==> config.mk <==
export PLATFORM = sky130hd
export DESIGN_NAME = sp_ram_req_arbiter
export DESIGN_NICKNAME = d
export VERILOG_FILES = /design/src/rtl/sp_ram_req_arbiter.sv
export SDC_FILE = /design/constraint.sdc
export NUM_CORES = 1
export LEC_CHECK = 0
export BUFFER_PORTS_ARGS = -buffer_cell sky130_fd_sc_hd__buf_2
export CAP_MARGIN = 10
export CORE_AREA = 2 2 113 115
export CTS_CLUSTER_SIZE = 14
export DETAILED_ROUTE_END_ITERATION = 8
export DIE_AREA = 0 0 115 117
export MAX_ROUTING_LAYER = met4
export PLACE_DENSITY = 0.64
export SYNTH_ARGS = -nofsm -noshare
export SYNTH_HDL_FRONTEND = slang
export SYNTH_SLANG_ARGS = --single-unit
==> constraint.sdc <==
create_clock -name clk -period 4.6 [get_ports clk]
set_input_delay 0.92 -clock clk [delete_from_list [all_inputs] [get_ports clk]]
set_output_delay 0.92 -clock clk [all_outputs]
set_load 0.03 [all_outputs]
==> src/rtl/sp_ram_req_arbiter.sv <==
// Round-robin front end sharing one single-port RAM among NUM_REQS requesters:
// posted writes, backpressured read responses and a hardware clear sequencer.
module sp_ram_req_arbiter #(
    parameter int               NUM_REQS       = 4,
    parameter int               DATAW          = 32,
    parameter int               SIZE           = 256,
    parameter int               BYTEENW        = 1,
    parameter int               ADDRW          = $clog2(SIZE),
    parameter bit               CLEAR_ON_RESET = 1'b1,
    parameter logic [DATAW-1:0] INIT_VALUE     = '0,
    parameter int               IDXW           = (NUM_REQS > 1) ? $clog2(NUM_REQS) : 1
) (
    input  logic                          clk,
    input  logic                          reset,
    input  logic                          flush,
    output logic                          busy,
    input  logic [NUM_REQS-1:0]           req_valid,
    input  logic [NUM_REQS-1:0]           req_rw,
    input  logic [NUM_REQS*BYTEENW-1:0]   req_byteen,
    input  logic [NUM_REQS*ADDRW-1:0]     req_addr,
    input  logic [NUM_REQS*DATAW-1:0]     req_data,
    output logic [NUM_REQS-1:0]           req_ready,
    output logic                          rsp_valid,
    output logic [IDXW-1:0]               rsp_idx,
    output logic [DATAW-1:0]              rsp_data,
    input  logic                          rsp_ready,
    output logic                          ram_en,
    output logic [ADDRW-1:0]              ram_addr,
    output logic [BYTEENW-1:0]            ram_wren,
    output logic [DATAW-1:0]              ram_wdata,
    input  logic [DATAW-1:0]              ram_rdata
);

    typedef enum logic {ST_CLEAR, ST_RUN} state_t;

    state_t            state, state_next;
    logic [ADDRW-1:0]  clr_cnt, clr_cnt_next;
    logic [IDXW-1:0]   rr_ptr;
    logic [IDXW-1:0]   cand;
    logic              can_issue;
    logic              grant_valid;
    logic [IDXW-1:0]   grant_idx;
    logic              grant_rw;
    logic [BYTEENW-1:0] grant_byteen;
    logic [ADDRW-1:0]  grant_addr;
    logic [DATAW-1:0]  grant_data;

    // The RAM holds rdata while ram_en=0, so a stalled response needs no local copy.
    assign rsp_data  = ram_rdata;
    assign busy      = (state == ST_CLEAR);
    assign can_issue = !rsp_valid || rsp_ready;

    // Search starts one past the last winner, wrapping modulo NUM_REQS.
    always_comb begin
        // NOTE: every variable gets a default before any branch so no latch is inferred.
        grant_valid = 1'b0;
        grant_idx   = '0;
        cand        = '0;
        if (!reset && !flush && state == ST_RUN && can_issue) begin
            for (int k = 1; k <= NUM_REQS; k++) begin
                cand = IDXW'((int'(rr_ptr) + k) % NUM_REQS);
                if (!grant_valid && req_valid[cand]) begin
                    grant_valid = 1'b1;
                    grant_idx   = cand;
                end
            end
        end
    end

    assign grant_rw     = req_rw[grant_idx];
    assign grant_byteen = req_byteen[grant_idx*BYTEENW +: BYTEENW];
    assign grant_addr   = req_addr[grant_idx*ADDRW +: ADDRW];
    assign grant_data   = req_data[grant_idx*DATAW +: DATAW];

    always_comb begin
        ram_en    = 1'b0;
        ram_addr  = '0;
        ram_wren  = '0;
        ram_wdata = '0;
        req_ready = '0;
        if (!reset) begin
            if (state == ST_CLEAR) begin
                ram_en    = 1'b1;
                ram_addr  = clr_cnt;
                ram_wren  = '1;
                ram_wdata = INIT_VALUE;
            end else if (grant_valid) begin
                ram_en    = 1'b1;
                ram_addr  = grant_addr;
                ram_wdata = grant_data;
                ram_wren  = grant_rw ? grant_byteen : '0;
                req_ready[grant_idx] = 1'b1;
            end
        end
    end

    always_comb begin
        state_next   = state;
        clr_cnt_next = clr_cnt;
        if (state == ST_CLEAR) begin
            if (clr_cnt == ADDRW'(SIZE - 1)) begin
                state_next   = ST_RUN;
                clr_cnt_next = '0;
            end else begin
                clr_cnt_next = clr_cnt + ADDRW'(1);
            end
        end
    end

    always_ff @(posedge clk) begin
        // NOTE: non-blocking assignments keep every register sampling pre-edge values.
        if (reset) begin
            state     <= CLEAR_ON_RESET ? ST_CLEAR : ST_RUN;
            clr_cnt   <= '0;
            rr_ptr    <= IDXW'(NUM_REQS - 1);
            rsp_valid <= 1'b0;
            rsp_idx   <= '0;
        end else if (flush) begin
            state     <= ST_CLEAR;
            clr_cnt   <= '0;
            rsp_valid <= 1'b0;
        end else begin
            state   <= state_next;
            clr_cnt <= clr_cnt_next;
            if (grant_valid) begin
                rr_ptr <= grant_idx;
            end
            if (grant_valid && !grant_rw) begin
                rsp_valid <= 1'b1;
                rsp_idx   <= grant_idx;
            end else if (rsp_ready) begin
                rsp_valid <= 1'b0;
            end
        end
    end

endmodule

======== Yosys cells after proc, flatten, opt, wreduce, memory -nomap -nowiden ========
Cells that the tools add are included.
Widths: inputs -> output; s select.
storage, ports and cells
  bits of input ports ..................... 208
  register bits ........................... 14
  logic and storage cells ................. 88
  output and inout port bits .............. 82
operators by class
  $add $sub $neg .......................... 5
  equality and inequality tests ........... 1
  shift-type cells ........................ 3
  magnitude comparators ................... 6
  reduce and logical (&&, ||, !) cells .... 20
  mux-type cells .......................... 46
  bitwise gates (word level) .............. 2
operators by type and width
  operator             number
  $shiftx 128x8->32    1
  $mux 32              3
  $mux 8               4
  $shiftx 32x6->8      1
  $mux 1               25
  $lt 2x3->1 const B   5
  $mux 4               3
  $bmux 1 s2           5
  $mux 2               5
  $add 8x1->8 const B  1
  $eq 8x8->1 const B   1
  $logic_and 1x1->1    8
  $logic_not 1->1      7
  $add 2x1->2 const B  2
  $add 2x2->2 const B  2
  $reduce_and 2->1     2
  $shiftx 4x3->1       1
  $demux 1 s2          1
  $ge 2x1->1 const B   1
  $not 1->1            2
  $reduce_bool 2->1    1
  $reduce_or 2->1      1
  $logic_or 1x1->1     1

======== Longest topological paths before layout ========
Gate-level depths: netlist of run 1.
  depth after elaboration ................. 24
  mapped depth ............................ 8
  depth with buffers taken out ............ 6

======== Least setup slack after synthesis of run 1 ========
OpenSTA, ideal clock, no wires.
  path kind ............................... input -> output
  start ................................... in req_valid[3]
  end ..................................... out ram_wdata[10]
  setup slack ............................. 867 ps
  path buffers ............................ 2
  data arrival time ....................... 2813 ps
  stages on the path ...................... 8
  data required time ...................... 3680 ps
  cell sequence ........................... mux2_1 > a22oi_2 > and2_4 > buf_6 > buf_6 > nand2_1 > and3_1 > a311oi_1
on the way
  longest elaborated chain between the ends .. 20
  elaborated cells on any way between the ends .. 31
  classes of those cells .................. 1 x shift; 24 x mux; 6 x reduce/logical
RTL lines
  what                          RTL line  text
  start, declared               17        input logic [NUM_REQS-1:0] req_valid,
  $bmux 1 s2                    62        if (!grant_valid && req_valid[cand]) begin
  $mux 1 (implied by the code)  62
  $mux 1                        62
  $mux 1                        59        if (!reset && !flush && state == ST_RUN && can_issue) begin
  $logic_not 1->1               62
  $logic_and 1x1->1             62
  $mux 1                        62
  $mux 1                        59
  [4 not listed]                -
  $logic_not 1->1               62
  $logic_and 1x1->1             62
  $mux 2                        62
  $mux 2                        59
  $shiftx 128x8->32             73        assign grant_data = req_data[grant_idx*DATAW +: DATAW];
  $mux 32 (*)                   87        end else if (grant_valid) begin
  $mux 32 (*)                   82        if (state == ST_CLEAR) begin
  $mux 32 (*)                   81        if (!reset) begin
  end, declared                 30        output logic [DATAW-1:0] ram_wdata,
Every way passes the cells marked *; elsewhere a longest branch is shown, timed or not. The select of a mux whose other input is x is not followed.

======== Final worst setup path of run 1 ========
  start ................................... in req_valid[3]
  end ..................................... out ram_wdata[6]
The elaborated chain is that of the path after synthesis.

==> results of run 1 <==
per-stage QoR:
step / hold slack [ps] / utilization / instance area, µm²
4_1_cts: 515 / 0.289 / 3560
3_3_place_gp: 498 / 0.283 / 3480
2_1_floorplan: 459 / - / 2490
5_1_grt: 541 / 0.289 / 3560
6_report: 516 / 0.289 / 3560
3_5_place_dp: 504 / 0.283 / 3480
cell usage in the layout, fill, tap and decap left out, types with 3 or more instances in the layout:
master and count:
sky130_fd_sc_hd__buf_2 225, sky130_fd_sc_hd__nand2_1 159, sky130_fd_sc_hd__and3_1 35, sky130_fd_sc_hd__a311oi_1 31, sky130_fd_sc_hd__nand3_1 23, sky130_fd_sc_hd__nor2_1 16, sky130_fd_sc_hd__dfxtp_1 14, sky130_fd_sc_hd__o21ai_0 6
sky130_fd_sc_hd__buf_4 6, sky130_fd_sc_hd__a31oi_1 5, sky130_fd_sc_hd__a32o_1 5, sky130_fd_sc_hd__nor2b_1 4, sky130_fd_sc_hd__nor3_1 4, sky130_fd_sc_hd__a21o_1 4, sky130_fd_sc_hd__a21oi_1 4, sky130_fd_sc_hd__mux2i_1 4
sky130_fd_sc_hd__a32oi_1 3, sky130_fd_sc_hd__xor2_1 3, sky130_fd_sc_hd__clkbuf_16 3
sequential cells by signal (all words and copies together), names as in the netlist:
name,flops
clr_cnt,8
rr_ptr,2
rsp_idx,2
rsp_valid,1
state,1
final timing paths:
check	end	slack [ps]	cells past startpoint	from
setup / recovery	ram_wdata[6]	630	9	req_valid[3]
hold / removal	rsp_idx[1]	520	2	rsp_idx[1]
setup reg to reg	rsp_idx[0]	2130	4	state
hold reg to reg	rsp_idx[1]	520	2	rsp_idx[1]
report_power, final:
part           switching, mW  leakage (nW)  internal, mW
combinational          0.118          1.82        0.0993
clock                 0.0473        0.0370         0.113
sequential           0.00118         0.113         0.123
final cells by class:
type / count / share of cell area
multi-input cells: 333 / 0.505
repair buffers: 233 / 0.340
flip-flops and latches: 14 / 0.0788
well taps: 150 / 0.0528
clock buffers: 3 / 0.0211
inverters: 2 / 0.00211
per-layer routing:
metal / track usage / part of all wire / vias up
li1: - / - / 1761
met1: 0.171 / 0.40 / 1592
met2: 0.245 / 0.49 / 178
met3: 0.0278 / 0.084 / 30
met4: 0.0522 / 0.027 / 0
met5: - / 0 / -
cells by family (layout without fill, tap and decap cells):
| logic type | Yosys count | count (layout) | synth area share |
|---|---|---|---|
| AO/OA/AOI/OAI | 69 | 69 | 0.228 |
| XOR/XNOR | 5 | 5 | 0.0176 |
| multiplexers | 6 | 6 | 0.0251 |
| buffers and inverters | 68 | 238 | 0.169 |
| flip-flops | 14 | 14 | 0.112 |
| AND/OR/NAND/NOR | 252 | 252 | 0.442 |
| adder cells (fa/ha/maj) | 1 | 1 | 0.00502 |
worst max-delay path, delay by kind of cell:
family	cells	cell delay, ps
AOI/OAI and AO/OA	2	470
and+or+nand+nor	3	660
buffers and inverters	3	680
muxes	1	300
==> impl_summary.txt, run 1 <==
----------------------------------------------------
[Yosys]
  Average footprint of a synthesized cell ... 6.01 µm²
  Share of synthesized registers carrying an async set or reset ... 0
  Post-Syn Nets ... 624
  Warnings from Yosys ... 0
  Most used DFF post-synth ... sky130_fd_sc_hd__dfxtp_1
  Cell area after synthesis ... 2490 µm²
  Seq cells post-synth ... 14
  Ranking of synthesized cells by area ... sky130_fd_sc_hd__nand2_1, sky130_fd_sc_hd__dfxtp_1, sky130_fd_sc_hd__a311oi_1, sky130_fd_sc_hd__buf_4, sky130_fd_sc_hd__and3_1
  Leading cell type by number of instances after synthesis ... sky130_fd_sc_hd__nand2_1
  Number of distinct standard cells referenced by the synthesized netlist ... 40
  Portion of synthesized cell area occupied by the leading cell type ... 0.242
  Most area-hungry cell type in the Yosys netlist ... sky130_fd_sc_hd__nand2_1
  Part of the Yosys area used for sequential elements ... 0.112
  List of most frequent post-synthesis cells ... sky130_fd_sc_hd__nand2_1, sky130_fd_sc_hd__and3_1, sky130_fd_sc_hd__buf_4, sky130_fd_sc_hd__a311oi_1, sky130_fd_sc_hd__nand3_1
  Gate count of the mapped netlist ... 415
  Number of enable flip-flop cells after synthesis ... 0

[Status]
  Result of the run ... completed

[Route]
  Violation count after the first detailed-routing iteration ... 125
  Remaining antenna violation count ... 0
  Number of vias after detailed routing ... 3,561
  Pre-antenna DRT Iters ... 4
  Via density ... 4.84
  DRC Markers ... 0
  Final Routed Wirelength ... 10.8 mm
  WL per Instance ... 14.7 µm

[STA]
  Max-slew violation count ... 0
  RSZ-0062 raised after global routing ... no
  Final number of setup-violating endpoints ... 0
  Fin crit share ... 0.863
  Final critical path time including I/O delays and setup ... 3970 ps
  Maximum clock frequency ... 0.252 GHz
  Pin slew with the least headroom to its limit ... 717 ps
  Maximum clock skew at final layout ... 2.69 ps
  Relative slew margins ... 0.522
  Setup TNS after final layout ... 0 ps
  Number of hold violations in the final report ... 0
  Worst Setup Slack, final ... 628 ps

[GRT]
  Grt ovf ... 0
  Vias in the first global route ... 2,943
  GRT Util Overall ... 0.145
  Largest net degree at the start of global routing ... 50
  Global-route wire length before repair ... 15.0 mm
  Number of antenna violations at the first check in global routing ... 0

[Cells and area]
  Footprint of the multi-input gates ... 1800 µm²
  Diodes inserted ... 0
  Layout Cells excl Fill ... 735
  Share of layout cells above drive strength 1 ... 0.419
  Relative area change from synthesis to final layout ... 42.7%
  Filler cell count in the final layout ... 1,416
  Final net count ... 796
  Sequential Area ... 280 µm²

[Setup path]
  Required time worst endpoint ... 3680 ps
  Max stage delay cell, worst path ... sky130_fd_sc_hd__and2_4
  Category of the worst setup path capture point ... output pin
  Max FO, Critical Path ... 30
  Type of origin of the critical path ... input pin
  Cell Chain, Critical Path ... buf_2 -> mux2_1 -> a22oi_2 -> and2_4 -> buf_4 -> nand2_1 -> and3_1 -> a311oi_1 -> buf_2
  Crit path largest cell delay ... 430 ps
  Kind of critical path ... input pin to output pin
  CP Data Arrival Time ... 3050 ps
  Most repeated library cell on the critical path ... sky130_fd_sc_hd__buf_2

[Power]
  IR Drop Worst-Case VDD ... 0.0942 mV
  Power per cell area ... 141 nW/µm²
  Final Total Pwr ... 0.502 mW
  Static Leakage ... 1.97 nW

[Clock tree]
  Number of H-tree branching levels ... 1
  Clock-pin slew on the worst setup and hold paths ... 40 ps
  Clock latency on the worst-skew pair ... 240 ps
  CTS tree ... yes
  Postcts setup bufs ... 0
  Clk sinks ... 14
  Buffer levels on the longest clock path ... 2
  Resized Gates After CTS ... 0
  Clock Tree Root ... sky130_fd_sc_hd__clkbuf_16
  Hold buffer count at cts ... 0
  Cts bufs inserted ... 3

[Floorplanning]
  Number of standard-cell rows in the floorplan ... 41
  Ports placed on the boundary ... 290
  Core region area ... 12,300 µm²
  DIE HEIGHT ... 117 µm
  Initial standard-cell utilization of the core ... 0.202
  Overall die width ... 115 µm
  Full die area ... 13,500 µm²

[Placed design]
  Detailed placer's ending HPWL ... 8.74 mm
  Routability-driven placement congestion ratio ... 0.836
  IO buf count ... 225
  Worst setup slack before clock tree synthesis ... 642 ps
  Placed Instances ... 732

[Hold path]
  Worst min-delay path class ... flop to flop

[Flow run]
  Max-cap violations ... 0

----------------------------------------------------
Note: power is estimated with default switching activity, not from simulation.
==> inputs of run 2 (changes only) <==
- BUFFER_PORTS_ARGS: -buffer_cell sky130_fd_sc_hd__buf_2 -> not set
- DONT_BUFFER_PORTS: not set -> 1
- PLACE_DENSITY: 0.64 -> 0.43
==> run 2 against run 1 <==
Combinational power fell by 36%. Wire length down 11%. Design area decreased by 25%.
==> impl_summary.txt, run 2 (synthesized netlist as in run 1, its figures left out) <==
----------------------------------------------------
[Route]
  WL per Instance ... 17.6 µm (was 14.7 µm)
  Violation count after the first detailed-routing iteration ... 119 (was 125)
  Via density ... 5.37 (was 4.84)
  Pre-antenna DRT Iters ... 4 (unchanged)
  Number of vias after detailed routing ... 2,917 (was 3,561)
  Final Routed Wirelength ... 9.57 mm (was 10.8 mm)
  DRC Markers ... 0 (unchanged)
  Remaining antenna violation count ... 0 (unchanged)

[Setup path]
  Cell Chain, Critical Path ... mux2_1 -> a22oi_2 -> and2_4 -> buf_12 -> nand2_1 -> and3_1 -> a311oi_1 -> buf_4 (was buf_2 -> mux2_1 -> a22oi_2 -> and2_4 -> buf_4 -> nand2_1 -> and3_1 -> a311oi_1 -> buf_2)
  Type of origin of the critical path ... input pin (unchanged)
  CP bufs+invs ... 2 (was 3)
  Max stage delay cell, worst path ... sky130_fd_sc_hd__and2_4 (unchanged)
  Required time worst endpoint ... 3680 ps (about the same)
  Cell family with the largest share of critical-path delay ... simple AND/OR/NAND/NOR gates (was buffers and inverters)
  Kind of critical path ... input pin to output pin (unchanged)
  Max FO, Critical Path ... 59 (was 30)
  Crit path largest cell delay ... 380 ps (was 430 ps)
  Category of the worst setup path capture point ... output pin (unchanged)
  CP Data Arrival Time ... 2930 ps (was 3050 ps)
  R2R setup slack ... 1940 ps (was 2130 ps)

[Cells and area]
  Most common cell after layout, fill and taps aside ... sky130_fd_sc_hd__nand2_1 (was sky130_fd_sc_hd__buf_2)
  Diodes inserted ... 0 (unchanged)
  Highest-count cells in the layout ignoring fill and taps ... sky130_fd_sc_hd__nand2_1, sky130_fd_sc_hd__buf_4, sky130_fd_sc_hd__and3_1 (was sky130_fd_sc_hd__buf_2, sky130_fd_sc_hd__nand2_1, sky130_fd_sc_hd__and3_1)
  Relative area change from synthesis to final layout ... 7.38% (was 42.7%)
  Flip-flop count of the largest register, all copies and words added ... 8 (unchanged)
  Largest register by flop count ... clr_cnt (unchanged)
  Final net count ... 604 (was 796)
  Share of layout cells above drive strength 1 ... 0.132 (was 0.419)
  Layout Cells excl Fill ... 543 (was 735)
  Largest registers ... clr_cnt (8), rr_ptr (2), rsp_idx (2) (unchanged)

[Placed design]
  IO buf count ... 0 (was 225)
  Detailed placer's ending HPWL ... 7.74 mm (was 8.74 mm)
  Routability-driven placement congestion ratio ... 0.859 (was 0.836)
  Placed Instances ... 540 (was 732)
  Worst setup slack before clock tree synthesis ... 738 ps (was 642 ps)

[Floorplanning]
  Ports placed on the boundary ... 290 (unchanged)
  Core region area ... 12,300 µm² (unchanged)
  Number of standard-cell rows in the floorplan ... 41 (unchanged)
  Overall die width ... 115 µm (unchanged)
  DIE HEIGHT ... 117 µm (unchanged)
  Full die area ... 13,500 µm² (unchanged)
  Initial standard-cell utilization of the core ... 0.202 (unchanged)

[STA]
  Worst Setup Slack, final ... 753 ps (was 628 ps)
  Worst slack on hold paths ... 509 ps (was 516 ps)
  Final critical path time including I/O delays and setup ... 3850 ps (was 3970 ps)
  Max-slew violation count ... 0 (unchanged)
  Number of hold violations in the final report ... 0 (unchanged)
  Final number of setup-violating endpoints ... 0 (unchanged)
  Pin slew with the least headroom to its limit ... 754 ps (was 717 ps)
  Setup TNS after final layout ... 0 ps (unchanged)
  RSZ-0062 raised after global routing ... no (unchanged)
  Maximum clock skew at final layout ... 5.73 ps (was 2.69 ps)
  Fin crit share ... 0.836 (was 0.863)
  Maximum clock frequency ... 0.260 GHz (was 0.252 GHz)
  Relative slew margins ... 0.498 (was 0.522)

[GRT]
  Global-route wire length before repair ... 12.2 mm (was 15.0 mm)
  GRT Util Overall ... 0.120 (was 0.145)
  Number of antenna violations at the first check in global routing ... 0 (unchanged)
  Grt ovf ... 0 (unchanged)
  Vias in the first global route ... 2,383 (was 2,943)
  Largest net degree at the start of global routing ... 60 (was 50)

[Clock tree]
  Clk sinks ... 14 (unchanged)
  Buffer levels on the longest clock path ... 2 (unchanged)
  Clock Tree Root ... sky130_fd_sc_hd__clkbuf_16 (unchanged)
  Clock latency on the worst-skew pair ... 240 ps (about the same)
  Clock-pin slew on the worst setup and hold paths ... 40 ps (about the same)
  Number of H-tree branching levels ... 1 (unchanged)
  Cts bufs inserted ... 3 (unchanged)
  Postcts setup bufs ... 0 (unchanged)
  CTS tree ... yes (unchanged)
  Resized Gates After CTS ... 0 (unchanged)
  Hold buffer count at cts ... 0 (unchanged)

[Power]
  IR Drop Worst-Case VDD ... 0.108 mV (was 0.0942 mV)
  Power per cell area ... 159 nW/µm² (was 141 nW/µm²)
  Static Leakage ... 1.19 nW (was 1.97 nW)

[Status]
  Result of the run ... completed (unchanged)

[Hold path]
  Worst min-delay path class ... flop to flop (unchanged)

[Flow run]
  Max-cap violations ... 0 (unchanged)

----------------------------------------------------
==> run 2: cell types whose count changed in the layout (fill, tap and decap cells not counted) <==
cell,previous run,this run
sky130_fd_sc_hd__buf_4,6,39
sky130_fd_sc_hd__nand2_1,159,160
sky130_fd_sc_hd__buf_2,225,0
sky130_fd_sc_hd__nand2_2,2,1
==> run 2: power by group <==
part	switching, mW	internal (mW)	total [mW]	leakage, nW
Clock	0.0488	0.114	0.162	0.0370
Combinational	0.0927	0.0462	0.139	1.04
Sequential	0.00129	0.123	0.124	0.113
Total	0.143	0.282	0.425	1.19
==> run 2: layout make-up <==
cell class	instances	area, µm²
clock buffer	3	75.1
fill	1428	9640
inverter	2	7.51
multi-input combinational	333	1790
sequential	14	280
tap	150	188
timing repair buffer	41	333
==> run 2: worst paths after layout <==
path / startpoint / end / cells after the start
worst max-delay path: req_valid[3] / ram_wdata[24] / 8
worst min-delay path: rr_ptr[0] / rr_ptr[0] / 1
worst max register to register: state / rsp_idx[0] / 4
worst min register to register: rr_ptr[0] / rr_ptr[0] / 1
==> run 2: metal layers <==
layer  vias up  part of all wire  wire length [µm]  GRT usage
met4         0             0.018               172     0.0297
met5         -                 0                 0          -
met1      1345              0.38              3650      0.131
li1       1378                 -                 -          -
met2       176              0.52              4960      0.229
met3        18             0.083               791     0.0170
==> run 2: through the flow <==
stage	total power, mW	instance area [µm²]	util
CTS	0.430	2680	0.217
global placement	0.261	2600	0.211
global route	0.450	2680	0.217
finish	0.425	2680	0.217
detailed placement	0.267	2600	0.211
floorplan	0.295	2490	-
